<file path="src/rtl/mem_wb_stage_pkg.sv">
// Shared widths and load-op encodings for the MEM/WB writeback path.
package mem_wb_stage_pkg;

  localparam int unsigned REG_BUS_W    = 32;
  localparam int unsigned REG_ADDR_W   = 5;
  localparam int unsigned RETIRE_CNT_W = 32;
  localparam int unsigned LOAD_OP_W    = 3;

  // Load-op codes carried down from decode; unlisted codes behave as LW.
  typedef enum logic [LOAD_OP_W-1:0] {
    LOAD_LW  = 3'b000,
    LOAD_LB  = 3'b001,
    LOAD_LBU = 3'b010,
    LOAD_LH  = 3'b011,
    LOAD_LHU = 3'b100
  } load_op_e;

endpackage

</file>
<file path="src/rtl/mem_wb_stage_load_align.sv">
// Big-endian load lane extraction, sign/zero extension and alignment check.
module load_align
  import mem_wb_stage_pkg::*;
#(
  parameter int unsigned DATA_W = REG_BUS_W
) (
  input  logic [LOAD_OP_W-1:0] load_op,
  input  logic [1:0]           addr_lo,
  input  logic [DATA_W-1:0]    rdata,
  output logic [DATA_W-1:0]    data_c,
  output logic                 fault_c
);

  logic [7:0]  byte_lane;
  logic [15:0] half_lane;

  // Byte 0 is the most significant byte of the word.
  always_comb begin
    byte_lane = 8'(rdata >> (DATA_W - 32'd8 - {27'd0, addr_lo, 3'b000}));
    half_lane = 16'(rdata >> (DATA_W - 32'd16 - {27'd0, addr_lo[1], 4'b0000}));
  end

  // Select and extend by op; any misaligned access returns zero data.
  always_comb begin
    data_c  = rdata;
    fault_c = 1'b0;
    case (load_op_e'(load_op))
      LOAD_LB:  data_c = {{(DATA_W-8){byte_lane[7]}}, byte_lane};
      LOAD_LBU: data_c = {{(DATA_W-8){1'b0}}, byte_lane};
      LOAD_LH: begin
        fault_c = addr_lo[0];
        data_c  = {{(DATA_W-16){half_lane[15]}}, half_lane};
      end
      LOAD_LHU: begin
        fault_c = addr_lo[0];
        data_c  = {{(DATA_W-16){1'b0}}, half_lane};
      end
      default:  fault_c = (addr_lo != 2'b00);
    endcase
    if (fault_c) begin
      data_c = '0;
    end
  end

endmodule

</file>
<file path="src/rtl/mem_wb_stage.sv">
// MEM/WB pipeline register: formats load data, drives the GPR write port
// and counts retired instructions.
module mem_wb_stage
  import mem_wb_stage_pkg::*;
#(
  parameter int unsigned DATA_W = REG_BUS_W,
  parameter int unsigned ADDR_W = REG_ADDR_W,
  parameter int unsigned CNT_W  = RETIRE_CNT_W
) (
  input  logic                 clk,
  input  logic                 clr,
  input  logic                 stall,
  input  logic                 flush,
  input  logic                 mem_valid,
  input  logic                 mem_we,
  input  logic [ADDR_W-1:0]    mem_waddr,
  input  logic [DATA_W-1:0]    mem_alu,
  input  logic                 mem_is_load,
  input  logic [LOAD_OP_W-1:0] mem_load_op,
  input  logic [1:0]           mem_addr_lo,
  input  logic [DATA_W-1:0]    mem_rdata,
  output logic                 wb_we,
  output logic [ADDR_W-1:0]    wb_waddr,
  output logic [DATA_W-1:0]    wb_wdata,
  output logic                 wb_misalign,
  output logic [CNT_W-1:0]     retired
);

  logic              valid_q;
  logic [DATA_W-1:0] load_data_c;
  logic              load_fault_c;
  logic [DATA_W-1:0] result_c;
  logic              fault_c;

  load_align #(
    .DATA_W (DATA_W)
  ) u_load_align (
    .load_op (mem_load_op),
    .addr_lo (mem_addr_lo),
    .rdata   (mem_rdata),
    .data_c  (load_data_c),
    .fault_c (load_fault_c)
  );

  // Pick the writeback value; alignment faults only exist for loads.
  always_comb begin
    result_c = mem_alu;
    fault_c  = 1'b0;
    if (mem_is_load) begin
      result_c = load_data_c;
      fault_c  = load_fault_c;
    end
  end

  // Pipeline register: flush beats stall beats capture.
  always_ff @(posedge clk or posedge clr) begin
    if (clr) begin
      valid_q     <= 1'b0;
      wb_we       <= 1'b0;
      wb_waddr    <= '0;
      wb_wdata    <= '0;
      wb_misalign <= 1'b0;
      retired     <= '0;
    end else if (flush) begin
      valid_q     <= 1'b0;
      wb_we       <= 1'b0;
      wb_misalign <= 1'b0;
    end else if (stall) begin
      // Holding the write enable just rewrites the same value; the fault
      // flag must still drop so it stays a single-cycle pulse.
      wb_misalign <= 1'b0;
    end else begin
      valid_q     <= mem_valid;
      wb_we       <= mem_valid & mem_we & (mem_waddr != '0) & ~fault_c;
      wb_waddr    <= mem_waddr;
      wb_wdata    <= result_c;
      wb_misalign <= mem_valid & fault_c;
      if (mem_valid) begin
        retired <= retired + CNT_W'(1);
      end
    end
  end

  // A write or fault pulse only ever belongs to a real instruction.
  a_we_valid : assert property (@(posedge clk) disable iff (clr) wb_we |-> valid_q);
  a_mis_valid : assert property (@(posedge clk) disable iff (clr) wb_misalign |-> valid_q);

endmodule

</file>
<file path="config.mk">
export PLATFORM = sky130hd
export DESIGN_NAME = mem_wb_stage
export DESIGN_NICKNAME = d
export VERILOG_FILES = /design/src/rtl/mem_wb_stage_pkg.sv /design/src/rtl/mem_wb_stage_load_align.sv /design/src/rtl/mem_wb_stage.sv
export SDC_FILE = /design/constraint.sdc
export NUM_CORES = 1
export LEC_CHECK = 0
export ABC_AREA = 1
export BUFFER_PORTS_ARGS = -buffer_cell sky130_fd_sc_hd__buf_4
export CAP_MARGIN = 20
export CORE_MARGIN = 3
export CORE_UTILIZATION = 54
export CTS_CLUSTER_SIZE = 40
export DETAILED_ROUTE_END_ITERATION = 12
export GPL_TIMING_DRIVEN = 0
export MAX_ROUTING_LAYER = met4
export PLACE_DENSITY_LB_ADDON = 0.3
export SLEW_MARGIN = 20
export SYNTH_ARGS = -nofsm -noshare
export SYNTH_HDL_FRONTEND = slang
export SYNTH_SLANG_ARGS = --single-unit
</file>
<file path="constraint.sdc">
create_clock -name clk -period 5 [get_ports clk]
set_input_delay 0.75 -clock clk [delete_from_list [all_inputs] [get_ports clk]]
set_output_delay 0.75 -clock clk [all_outputs]
set_load 0.05 [all_outputs]
</file>
# Word level (Yosys, flattened, before mapping)
# Cells that the tools add are included.
[word_totals] regBits=71 input_bits=81 out_inout_bits=71
[classes] add_sub_neg=3 eq_ne=5 shifts=2 mux=9 bitwise_logic=7 n_reduce_logical=6
[ops] operator="$pmux W32 S4" n=1
[ops] operator="$mux W32" n=2
[ops] operator="$add A32 B1 Y32 const B" n=1
[ops] operator="$shr A32 B32 Y16" n=1
[ops] operator="$shr A32 B32 Y8" n=1
[ops] operator="$sub A5 B5 Y6 const A" n=2
[ops] operator="$eq A3 B2 Y1 const B" n=2
[ops] operator="$mux W1" n=5
[ops] operator="$reduce_bool A5 Y1" n=1
[ops] operator="$and A1 B1 Y1" n=4
[ops] operator="$reduce_or A2 Y1" n=2
[ops] operator="$eq A3 B1 Y1 const B" n=1
[ops] operator="$eq A3 B3 Y1 const B" n=1
[ops] operator="$not A1 Y1" n=3
[ops] operator="$reduce_and A3 Y1" n=1
[ops] operator="$ne A2 B1 Y1 const B" n=1
[ops] operator="$pmux W1 S2" n=1
[ops] operator="$reduce_and A2 Y1" n=1
[ops] operator="$reduce_bool A2 Y1" n=1

# Depth between registers and ports, before layout
# Gate-level depths: netlist (run 1).
[depth] word_depth=8 mapped_depth=9 ltp_nobuf=9

# Modules after synthesis
# A second synthesis (run 1) with hierarchy kept.
[hier_totals] hier_cells=717 area_unflattened_um2=4704.5
[by_module_without_submodules] module="mem_wb_stage" instances=1 cells_per_inst=446 area_per_inst_um2=3568.4
[by_module_without_submodules] module="load_align" instances=1 cells_per_inst=271 area_per_inst_um2=1136.1

# Worst setup path after synthesis (run 1)
# No wires, ideal clock.
[synth_path] path_type="reg-to-reg" start="register retired[0]" end="register retired[26]" setup_ns=0.143 t_arrival_ns=1.725 t_required_ns=4.857 path_slack_ns=3.132 path_stages_with_launch=8 period_less_slack_ns=1.868 cell_sequence="dfrtp_1 > ha_1 > nand3_1 > nor2_4 > nand3_2 > nor2_2 > nand3_1 > xnor2_1"
[synth_between] elab_chain_cells=1
[synth_lines] element="start: declaration" line="mem_wb_stage.sv:26" text="output logic [CNT_W-1:0] retired"
[synth_lines] element="start signal: assignment" line="mem_wb_stage.sv:79" text="retired <= retired + CNT_W'(1);"
[synth_lines] element="$add A32 B1 Y32" line="mem_wb_stage.sv:79"
# No other way between the ends.
# A chain may end at the register's enable or synchronous reset.

# Worst setup path in the final report (run 1)
[layout_path] start="input flush" end="register retired[25]"
[layout_between] elab_chain_cells=2
[layout_lines] element="start: declaration" line="mem_wb_stage.sv:13" text="input logic flush,"
[layout_lines] element="$not A1 Y1 (no line)"
[layout_lines] element="$reduce_and A3 Y1 (no line)"
# No other way between the ends.

==> impl_results.html, run 1 <==
<table>
<tr><th>Metric</th><th>Value</th></tr>
<tr><th colspan="2">Status</th></tr>
<tr><td>Result of the run</td><td>completed</td></tr>
<tr><th colspan="2">Synth</th></tr>
<tr><td>Yosys Warn Count</td><td>0</td></tr>
<tr><td>Cell count after synthesis</td><td>between 500 and 600</td></tr>
<tr><td>Register bit total from synthesis</td><td>71</td></tr>
<tr><td>Post-synthesis sequential area ratio</td><td>around two fifths</td></tr>
<tr><td>Synthesized Nets</td><td>668</td></tr>
<tr><td>Count of distinct cell types in the synthesized netlist</td><td>28</td></tr>
<tr><td>Average cell area after synthesis</td><td>about 7.3 sq um</td></tr>
<tr><td>Netlist Area Pre-Place</td><td>4300 sq um</td></tr>
<tr><th colspan="2">Setup path</th></tr>
<tr><td>Largest fanout on the critical path</td><td>10</td></tr>
<tr><td>Cells along the critical path</td><td>buf_4, nor2_4, nand2_4, buf_6, nor2_4, nand2_4, nor2_8, nand2_1, nand2_1, nand2_1</td></tr>
<tr><td>CP Class</td><td>in -&gt; reg</td></tr>
<tr><td>Required time of the critical path</td><td>around 5.2 ns</td></tr>
<tr><td>Startpoint type of the worst setup path</td><td>primary input</td></tr>
<tr><td>Kind of capture point of the worst setup path</td><td>register</td></tr>
<tr><td>Largest stage delay on the critical path</td><td>around 0.28 ns</td></tr>
<tr><td>Cell with the most instances on the worst path</td><td>nand2_1</td></tr>
<tr><td>Master of the slowest instance on the critical path</td><td>nor2_4</td></tr>
<tr><td>Signal arrival time at the worst endpoint</td><td>2.07 ns</td></tr>
<tr><td>R2R setup slack</td><td>~3.2 ns</td></tr>
<tr><th colspan="2">Placed design</th></tr>
<tr><td>IO buf count</td><td>150</td></tr>
<tr><td>HPWL reported at the end of detailed placement</td><td>10,700 um</td></tr>
<tr><td>DP Cell Count</td><td>~840</td></tr>
<tr><td>Final GP Congestion</td><td>0.959</td></tr>
<tr><th colspan="2">Power and ir drop</th></tr>
<tr><td>Internal power</td><td>roughly 0.0011 W</td></tr>
<tr><td>Cell leakage power</td><td>3.00 nW</td></tr>
<tr><td>Net load switching power</td><td>just over 0.0007 W</td></tr>
<tr><td>Sequential share of power</td><td>between 30% and 40%</td></tr>
<tr><td>Power per Cell Area</td><td>approximately 310 nW/um^2</td></tr>
<tr><td>Sw frac</td><td>between 30% and 40%</td></tr>
<tr><td>Clock network fraction of design power</td><td>26.8%</td></tr>
<tr><td>Portion of total power attributed to combinational logic</td><td>a little over a third</td></tr>
<tr><td>Total power</td><td>0.00181 W</td></tr>
<tr><td>Worst ir drop on vdd</td><td>around 0.00035 V</td></tr>
<tr><th colspan="2">Clock tree</th></tr>
<tr><td>H-tree depth</td><td>3</td></tr>
<tr><td>Worst-skew pair later-pin latency</td><td>between 0.3 and 0.4 ns</td></tr>
<tr><td>Number of clock sinks</td><td>71</td></tr>
<tr><td>Bufs on Longest Clock Path</td><td>2</td></tr>
<tr><td>Clock tree from TritonCTS</td><td>done</td></tr>
<tr><td>Post-CTS Setup Inserts</td><td>0</td></tr>
<tr><td>Cts bufs inserted</td><td>9</td></tr>
<tr><td>Cell chosen for the clock root</td><td>clkbuf_8</td></tr>
<tr><td>Clk slew on worst S/H paths</td><td>0.08 ns</td></tr>
<tr><td>Resized cells post-CTS</td><td>0</td></tr>
<tr><td>Count of hold-fix buffers inserted at cts</td><td>0</td></tr>
<tr><th colspan="2">Global routing</th></tr>
<tr><td>Total congestion overflow</td><td>0</td></tr>
<tr><td>Number of global-route vias before repair</td><td>4,442</td></tr>
<tr><td>Maximum number of pins on one net before global-route repair</td><td>50</td></tr>
<tr><td>Initial antenna violation count</td><td>0</td></tr>
<tr><td>Global-route wire length before repair</td><td>~22,000 um</td></tr>
<tr><td>Global routing usage summed across all routing layers</td><td>a little under a third</td></tr>
<tr><th colspan="2">STA</th></tr>
<tr><td>Worst hold slack across all endpoints</td><td>0.361 ns</td></tr>
<tr><td>Final clock skew</td><td>between 0.005 and 0.006 ns</td></tr>
<tr><td>Min Clock Period, post-route</td><td>roughly 1.8 ns</td></tr>
<tr><td>RSZ-0062 raised after global routing</td><td>false</td></tr>
<tr><td>Total Neg Setup Slack</td><td>0 ns</td></tr>
<tr><td>Peak Freq</td><td>approximately 550 MHz</td></tr>
<tr><td>Worst-margin pin slew</td><td>about 0.58 ns</td></tr>
<tr><td>Count of endpoints failing setup in the final report</td><td>0</td></tr>
<tr><td>Relative slew slack</td><td>between 60% and 70%</td></tr>
<tr><td>Portion of the clock cycle consumed by the worst path in the final layout</td><td>between 30% and 40%</td></tr>
<tr><td>Count of final hold-check violations</td><td>0</td></tr>
<tr><td>Pins over their slew limit</td><td>0</td></tr>
<tr><th colspan="2">Worst hold path</th></tr>
<tr><td>Path type of the worst min-delay path</td><td>in -&gt; async</td></tr>
<tr><th colspan="2">Route</th></tr>
<tr><td># DRC</td><td>0</td></tr>
<tr><td>Highest Signal Layer</td><td>met4</td></tr>
<tr><td>Number of optimization iterations in the first detailed-route pass</td><td>6</td></tr>
<tr><td>Total length of routed met2 wires</td><td>6530 um</td></tr>
<tr><td>Number of violations reported at the end of detailed-routing iteration 0</td><td>between 300 and 400</td></tr>
<tr><td>Wire length on met3</td><td>approximately 1300 um</td></tr>
<tr><td>Vias</td><td>4,651</td></tr>
<tr><td>Met1 wire length</td><td>5650 um</td></tr>
<tr><td>Total detailed-routing wirelength</td><td>~14,000 um</td></tr>
<tr><td>Post-DR vias/cell</td><td>5.46</td></tr>
<tr><td>Routed length per instance</td><td>approximately 16 um</td></tr>
<tr><td>Antenna-violating nets left</td><td>0</td></tr>
<tr><th colspan="2">Layout</th></tr>
<tr><td>Number of nets in the finished design</td><td>just over 800</td></tr>
<tr><td>Fill cells</td><td>around 570</td></tr>
<tr><td>Fin util</td><td>77.3%</td></tr>
<tr><td>Count of placed standard cells in the final layout, fillers left out</td><td>852</td></tr>
<tr><td>Area taken by multi-input logic gates</td><td>between 2000 and 2500 sq um</td></tr>
<tr><td>Commonest cells after routing, fill and taps aside</td><td>buf_4, nand2_1, a21oi_1</td></tr>
<tr><td>Share of final-layout standard cells stronger than drive strength 1</td><td>between 20% and 30%</td></tr>
<tr><td># diodes</td><td>0</td></tr>
<tr><td>Layout area overhead</td><td>34.5%</td></tr>
<tr><td>Most common cell after layout, fill and taps aside</td><td>buf_4</td></tr>
<tr><td>Area used by sequential logic in the layout</td><td>roughly 1800 sq um</td></tr>
<tr><th colspan="2">Floorplanning</th></tr>
<tr><td>Placeable core region</td><td>7490 sq um</td></tr>
<tr><td>Number of placed I/O pins</td><td>about 150</td></tr>
<tr><td>Placement row count</td><td>31</td></tr>
<tr><td>Initial Util</td><td>57.5%</td></tr>
<tr><td>Full die area</td><td>9070 sq um</td></tr>
<tr><td>Die height</td><td>95.3 um</td></tr>
<tr><td>Chip Width</td><td>between 90 and 100 um</td></tr>
<tr><th colspan="2">Flow run</th></tr>
<tr><td>Max cap viols</td><td>0</td></tr>
</table>
sequential cells by signal, summed over array words and instances (netlist names):
name	count
wb_wdata	32
wb_waddr	5
wb_misalign	1
wb_we	1
retired	32
stage by stage:
stage	instance area, sq um	setup WS, ns
after global routing	5790	3.07
after detailed placement	5580	2.81
after floorplan	4300	2.45
after global placement	5550	1.61
after CTS	5790	3.18
final	5790	3.17
layer usage:
layer	global-route usage (%)	up-vias
li1	-	2231
met1	39.8	2155
met2	52.1	240
met3	7.18	25
met4	9.13	0
met5	-	-
worst paths after layout:
| check | endpoint | startpoint | cells after the start |
|---|---|---|---|
| hold reg to reg | wb_waddr[4] | wb_waddr[4] | 2 |
| max in group asynchronous | wb_wdata[1] | clr | 3 |
| setup reg to reg | retired[24] | retired[0] | 7 |
| setup / recovery | retired[25] | flush | 10 |
| min in group clk | wb_waddr[4] | wb_waddr[4] | 2 |
| hold / removal | retired[25] | clr | 2 |
Yosys cell counts:
library cell | number | area [sq um]
nor2_2 | 4 | 25.0
buf_4 | 1 | 7.51
nor3_1 | 7 | 35.0
o21ai_0 | 10 | 50.1
dfrtp_1 | 71 | 1780
nand2_4 | 5 | 56.3
nand3_2 | 1 | 10.0
clkbuf_1 | 14 | 52.6
inv_1 | 56 | 210
ha_1 | 1 | 12.5
nand3_1 | 77 | 385
xor2_1 | 13 | 114
a21oi_1 | 96 | 480
xnor2_1 | 11 | 96.3
xor2_2 | 1 | 16.3
nor2_4 | 5 | 56.3
nor3b_1 | 1 | 7.51
nor2_1 | 60 | 225
nand2_2 | 1 | 6.26
nand2_1 | 123 | 462
nand3_4 | 2 | 35.0
buf_2 | 8 | 40.0
nor2_8 | 1 | 20.0
nand4_1 | 4 | 25.0
inv_2 | 3 | 11.3
and3_1 | 1 | 6.26
nand3b_1 | 6 | 45.0
buf_6 | 3 | 33.8
logic make-up after synthesis:
family / count (synthesis) / synth area share [%]
AND/OR/NAND/NOR: 298 / 32.5
AO/OA/AOI/OAI: 106 / 12.3
buffers and inverters: 85 / 8.26
flip-flops: 71 / 41.3
XOR/XNOR: 25 / 5.26
adder cells (fa/ha/maj): 1 / 0.291
critical path, delay by kind of cell:
family,cells,cell delay [ns]
buffers and inverters,2,0.28
AND/OR/NAND/NOR,8,1.01
power groups by stage:
stage               clock network (W)  logic [W]  registers [W]
finish                       0.000483   0.000630       0.000692
global route                 0.000512   0.000672       0.000699
CTS                          0.000486   0.000630       0.000690
detailed placement                  0   0.000629       0.000700
global placement                    0   0.000616       0.000697
floorplan                           0   0.000183       0.000919
layout make-up:
| class | count | area share [%] |
|---|---|---|
| inverter | 59 | 3.87 |
| multi-input combinational | 430 | 37.5 |
| buffer | 26 | 2.31 |
| timing repair buffer | 151 | 19.9 |
| sequential | 71 | 30.7 |
| clock inverter | 6 | 1.17 |
| clock buffer | 10 | 2.38 |
| tap | 99 | 2.14 |
(Power assumes the default switching activity.)
==> run 2: changes to the inputs <==
Settings changed: CORE_UTILIZATION 54 to 51.
Clock period 5 ns to 1.8 ns, I/O delays scaled along.
==> run 2 against run 1 <==
Net effect:
- hold slack got worse by 0.22 ns
- via count decreased by 0.11%
- critical path depth decreased by 3
- register-to-register slack got worse by 3.1 ns
- clock skew increased by 0.0041 ns
- combinational power increased to 2.8 times the previous value
- critical path type is now reg -> reg
- routed wire length decreased by 1.2%
- power increased to 2.8 times the previous value
- sequential power increased to 2.8 times the previous value
- utilization decreased by 3.9 points
- worst setup slack got worse by 3.0 ns
- count of clock-buffer cells in the layout increased by 2
- largest cell class unchanged
==> impl_results.html, run 2 (synthesis gave the netlist of run 1 again) <==
<table>
<tr><th>Metric</th><th>Value</th></tr>
<tr><th colspan="2">Layout</th></tr>
<tr><td>Fin util</td><td>73.4% (was 77.3%)</td></tr>
<tr><td>Layout area overhead</td><td>36.0% (was 34.5%)</td></tr>
<tr><td>Number of nets in the finished design</td><td>832 (was 830)</td></tr>
<tr><td>Final cell area excluding filler cells</td><td>5850 sq um (was 5790 sq um)</td></tr>
<tr><td>Commonest cells after routing, fill and taps aside</td><td>buf_4, nand2_1, a21oi_1 (unchanged)</td></tr>
<tr><td># diodes</td><td>0 (unchanged)</td></tr>
<tr><td>Share of final-layout standard cells stronger than drive strength 1</td><td>27.4% (was 27.0%)</td></tr>
<tr><td>Registers with the highest flip-flop counts</td><td>retired: 32 flops, wb_wdata: 32 flops, wb_waddr: 5 flops (unchanged)</td></tr>
<tr><td>Count of placed standard cells in the final layout, fillers left out</td><td>857 (was 852)</td></tr>
<tr><td>Most common cell after layout, fill and taps aside</td><td>buf_4 (unchanged)</td></tr>
<tr><th colspan="2">STA</th></tr>
<tr><td>Relative slew slack</td><td>64.1% (was 61.2%)</td></tr>
<tr><td>Pins over their slew limit</td><td>0 (unchanged)</td></tr>
<tr><td>Portion of the clock cycle consumed by the worst path in the final layout</td><td>around 90%</td></tr>
<tr><td>Min Clock Period, post-route</td><td>1.65 ns</td></tr>
<tr><td>Count of final hold-check violations</td><td>0 (unchanged)</td></tr>
<tr><td>RSZ-0062 raised after global routing</td><td>false (unchanged)</td></tr>
<tr><td>Peak Freq</td><td>around 600 MHz</td></tr>
<tr><td>Total Neg Setup Slack</td><td>0 ns (unchanged)</td></tr>
<tr><td>Final clock skew</td><td>0.00970 ns (was 0.00556 ns)</td></tr>
<tr><td>Count of endpoints failing setup in the final report</td><td>0 (unchanged)</td></tr>
<tr><td>Worst-margin pin slew</td><td>0.538 ns (was 0.582 ns)</td></tr>
<tr><th colspan="2">Floorplanning</th></tr>
<tr><td>Placement row count</td><td>32 (was 31)</td></tr>
<tr><td>Placeable core region</td><td>7970 sq um (was 7490 sq um)</td></tr>
<tr><td>Full die area</td><td>9570 sq um (was 9070 sq um)</td></tr>
<tr><td>Chip Width</td><td>97.8 um (was 95.3 um)</td></tr>
<tr><td>Number of placed I/O pins</td><td>152 (unchanged)</td></tr>
<tr><td>Initial Util</td><td>54.0% (was 57.5%)</td></tr>
<tr><td>Die height</td><td>97.8 um (was 95.3 um)</td></tr>
<tr><th colspan="2">Clock tree</th></tr>
<tr><td>Worst-skew pair later-pin latency</td><td>0.35 ns (about the same)</td></tr>
<tr><td>Bufs on Longest Clock Path</td><td>2 (unchanged)</td></tr>
<tr><td>Cell chosen for the clock root</td><td>clkbuf_8 (unchanged)</td></tr>
<tr><td>Clock tree from TritonCTS</td><td>done (unchanged)</td></tr>
<tr><td>Number of clock sinks</td><td>71 (unchanged)</td></tr>
<tr><td>Clk slew on worst S/H paths</td><td>0.08 ns (about the same)</td></tr>
<tr><td>Cts bufs inserted</td><td>9 (unchanged)</td></tr>
<tr><td>H-tree depth</td><td>3 (unchanged)</td></tr>
<tr><td>Post-CTS Setup Inserts</td><td>0 (unchanged)</td></tr>
<tr><th colspan="2">Route</th></tr>
<tr><td>Antenna-violating nets left</td><td>0 (unchanged)</td></tr>
<tr><td>Vias</td><td>4,646 (was 4,651)</td></tr>
<tr><td>Routed length per instance</td><td>15.8 um (was 16.1 um)</td></tr>
<tr><td>Number of optimization iterations in the first detailed-route pass</td><td>5 (was 6)</td></tr>
<tr><td>Number of violations reported at the end of detailed-routing iteration 0</td><td>238 (was 317)</td></tr>
<tr><td>Total detailed-routing wirelength</td><td>13,600 um (was 13,700 um)</td></tr>
<tr><td>Post-DR vias/cell</td><td>5.42 (was 5.46)</td></tr>
<tr><td># DRC</td><td>0 (unchanged)</td></tr>
<tr><th colspan="2">Setup path</th></tr>
<tr><td>Reg2Reg Capture Point</td><td>retired[28] (was retired[24])</td></tr>
<tr><td>Critical path's top delay family</td><td>simple AND/OR/NAND/NOR gates (unchanged)</td></tr>
<tr><td>CP Class</td><td>reg -&gt; reg (was in -&gt; reg)</td></tr>
<tr><td>Largest stage delay on the critical path</td><td>0.41 ns (was 0.28 ns)</td></tr>
<tr><td>R2R setup slack</td><td>0.15 ns (was 3.23 ns)</td></tr>
<tr><td>Startpoint type of the worst setup path</td><td>register (was primary input)</td></tr>
<tr><td>Kind of capture point of the worst setup path</td><td>register (unchanged)</td></tr>
<tr><td>Required time of the critical path</td><td>2.04 ns (was 5.24 ns)</td></tr>
<tr><td>Cell with the most instances on the worst path</td><td>nand3_1 (was nand2_1)</td></tr>
<tr><td>Largest fanout on the critical path</td><td>4 (was 10)</td></tr>
<tr><td>Master of the slowest instance on the critical path</td><td>dfrtp_2 (was nor2_4)</td></tr>
<tr><td>Number of cells traversed by the worst register-to-register path</td><td>7 (unchanged)</td></tr>
<tr><td>Number of buffer and inverter stages on the critical path</td><td>0 (was 2)</td></tr>
<tr><td>Signal arrival time at the worst endpoint</td><td>1.89 ns (was 2.07 ns)</td></tr>
<tr><td>Cells along the critical path</td><td>ha_1, nand3_1, nor2_4, nand3_2, nor2_2, nand3_1, xnor2_1 (was buf_4, nor2_4, nand2_4, buf_6, nor2_4, nand2_4, nor2_8, nand2_1, nand2_1, nand2_1)</td></tr>
<tr><td>R2R Path Start</td><td>retired[0] (unchanged)</td></tr>
<tr><th colspan="2">Power and ir drop</th></tr>
<tr><td>Portion of total power attributed to combinational logic</td><td>34.1% (was 34.9%)</td></tr>
<tr><td>Sw frac</td><td>38.2% (was 39.8%)</td></tr>
<tr><td>Sequential share of power</td><td>37.5% (was 38.3%)</td></tr>
<tr><td>Worst ir drop on vdd</td><td>0.00114 V (was 0.000348 V)</td></tr>
<tr><td>Power per Cell Area</td><td>878 nW/um^2 (was 312 nW/um^2)</td></tr>
<tr><td>Clock network fraction of design power</td><td>28.4% (was 26.8%)</td></tr>
<tr><td>Internal power</td><td>0.00317 W (was 0.00109 W)</td></tr>
<tr><td>Net load switching power</td><td>0.00196 W (was 0.000718 W)</td></tr>
<tr><td>Cell leakage power</td><td>3.02 nW (was 3.00 nW)</td></tr>
<tr><th colspan="2">Global routing</th></tr>
<tr><td>Initial antenna violation count</td><td>0 (unchanged)</td></tr>
<tr><td>Global routing usage summed across all routing layers</td><td>28.9% (was 31.9%)</td></tr>
<tr><td>Maximum number of pins on one net before global-route repair</td><td>29 (was 50)</td></tr>
<tr><td>Total congestion overflow</td><td>0 (unchanged)</td></tr>
<tr><td>Number of global-route vias before repair</td><td>4,551 (was 4,442)</td></tr>
<tr><td>Global-route wire length before repair</td><td>21,800 um (was 21,600 um)</td></tr>
<tr><th colspan="2">Status</th></tr>
<tr><td>Result of the run</td><td>completed (unchanged)</td></tr>
<tr><th colspan="2">Placed design</th></tr>
<tr><td>HPWL reported at the end of detailed placement</td><td>10,600 um (was 10,700 um)</td></tr>
<tr><td>IO buf count</td><td>150 (unchanged)</td></tr>
<tr><td>Instance area at placement</td><td>5600 sq um (was 5580 sq um)</td></tr>
<tr><td>Final GP Congestion</td><td>0.934 (was 0.959)</td></tr>
<tr><td>DP Cell Count</td><td>840 (was 836)</td></tr>
<tr><th colspan="2">Flow run</th></tr>
<tr><td>Max cap viols</td><td>0 (unchanged)</td></tr>
<tr><th colspan="2">Worst hold path</th></tr>
<tr><td>Path type of the worst min-delay path</td><td>in -&gt; reg (was in -&gt; async)</td></tr>
<tr><td>Worst Hold End</td><td>wb_waddr[3]</td></tr>
<tr><td>Hold Crit Start</td><td>mem_waddr[3]</td></tr>
<tr><td>Min-Delay Path Depth</td><td>3</td></tr>
</table>
[run 2: cell count changes in the layout (fill, tap and decap cells not counted), moves of 2 or more]
| cell | delta |
|---|---|
| dfrtp_1 | -2 |
| buf_12 | +2 |
| clkbuf_1 | +2 |
| dfrtp_2 | +2 |
| nor3_1 | -2 |
| nor3_2 | +2 |
[run 2: power by group through the flow]
| stage | clock network [W] | logic, W | registers (W) |
|---|---|---|---|
| after floorplan | 0 | 0.000508 | 0.00256 |
| after global placement | 0 | 0.00170 | 0.00194 |
| after detailed placement | 0 | 0.00175 | 0.00195 |
| after CTS | 0.00147 | 0.00175 | 0.00192 |
| after global routing | 0.00154 | 0.00187 | 0.00195 |
| final | 0.00146 | 0.00175 | 0.00193 |
[run 2: cell type report]
| class | count | area (sq um) |
|---|---|---|
| Inverter | 59 | 225 |
| Clock buffer | 12 | 145 |
| Multi-Input combinational cell | 430 | 2190 |
| Fill cell | 642 | 2120 |
| Timing Repair Buffer | 153 | 1180 |
| Buffer | 26 | 134 |
| Sequential cell | 71 | 1780 |
| Clock inverter | 4 | 77.6 |
| Tap cell | 102 | 128 |
[run 2: per-stage QoR]
step	hold slack, ns	worst slack, ns	power [W]
finish	0.139	0.146	0.00514
global route	0.143	0.0257	0.00536
CTS	0.134	0.110	0.00515
detailed placement	0.309	0.0975	0.00370
global placement	0.460	0.149	0.00365
floorplan	0.388	0.0547	0.00307
[run 2: worst max-delay path by stage]
stage	start	end	slack, ns	cells after the start
2_1_floorplan	retired[2]	retired[29]	0.05	9
3_3_place_gp	clr	retired[0]	0.15	2
3_5_place_dp	flush	retired[25]	0.1	10
4_1_cts	retired[0]	retired[24]	0.11	7
5_1_grt	retired[0]	retired[28]	0.03	7
6_report	retired[0]	retired[28]	0.15	7
[run 2: worst reg2reg max path: cells and delay by family, from the launching register on]
kind,cells,cell delay (ns)
XOR/XNOR,1,0.13
adder cells (fa/ha/maj),1,0.18
flip-flops,1,0.41
AND/OR/NAND/NOR,5,0.82
[run 2: layer usage]
layer | part of all wire [%] | vias up | GRT usage (%) | wire (um)
li1 | - | 2233 | - | -
met1 | 43 | 2183 | 37.1 | 5770
met2 | 48 | 203 | 46.4 | 6570
met3 | 7.2 | 27 | 5.36 | 979
met4 | 1.8 | 0 | 8.95 | 246
met5 | 0 | - | - | 0
[run 2: timing repair]
action | CTS | global route
hold buffers | 1 | 0
hold endpoints to repair | 18 | 0
endpoints found under the setup margin | 0 | 4
gates resized for setup | 0 | 4
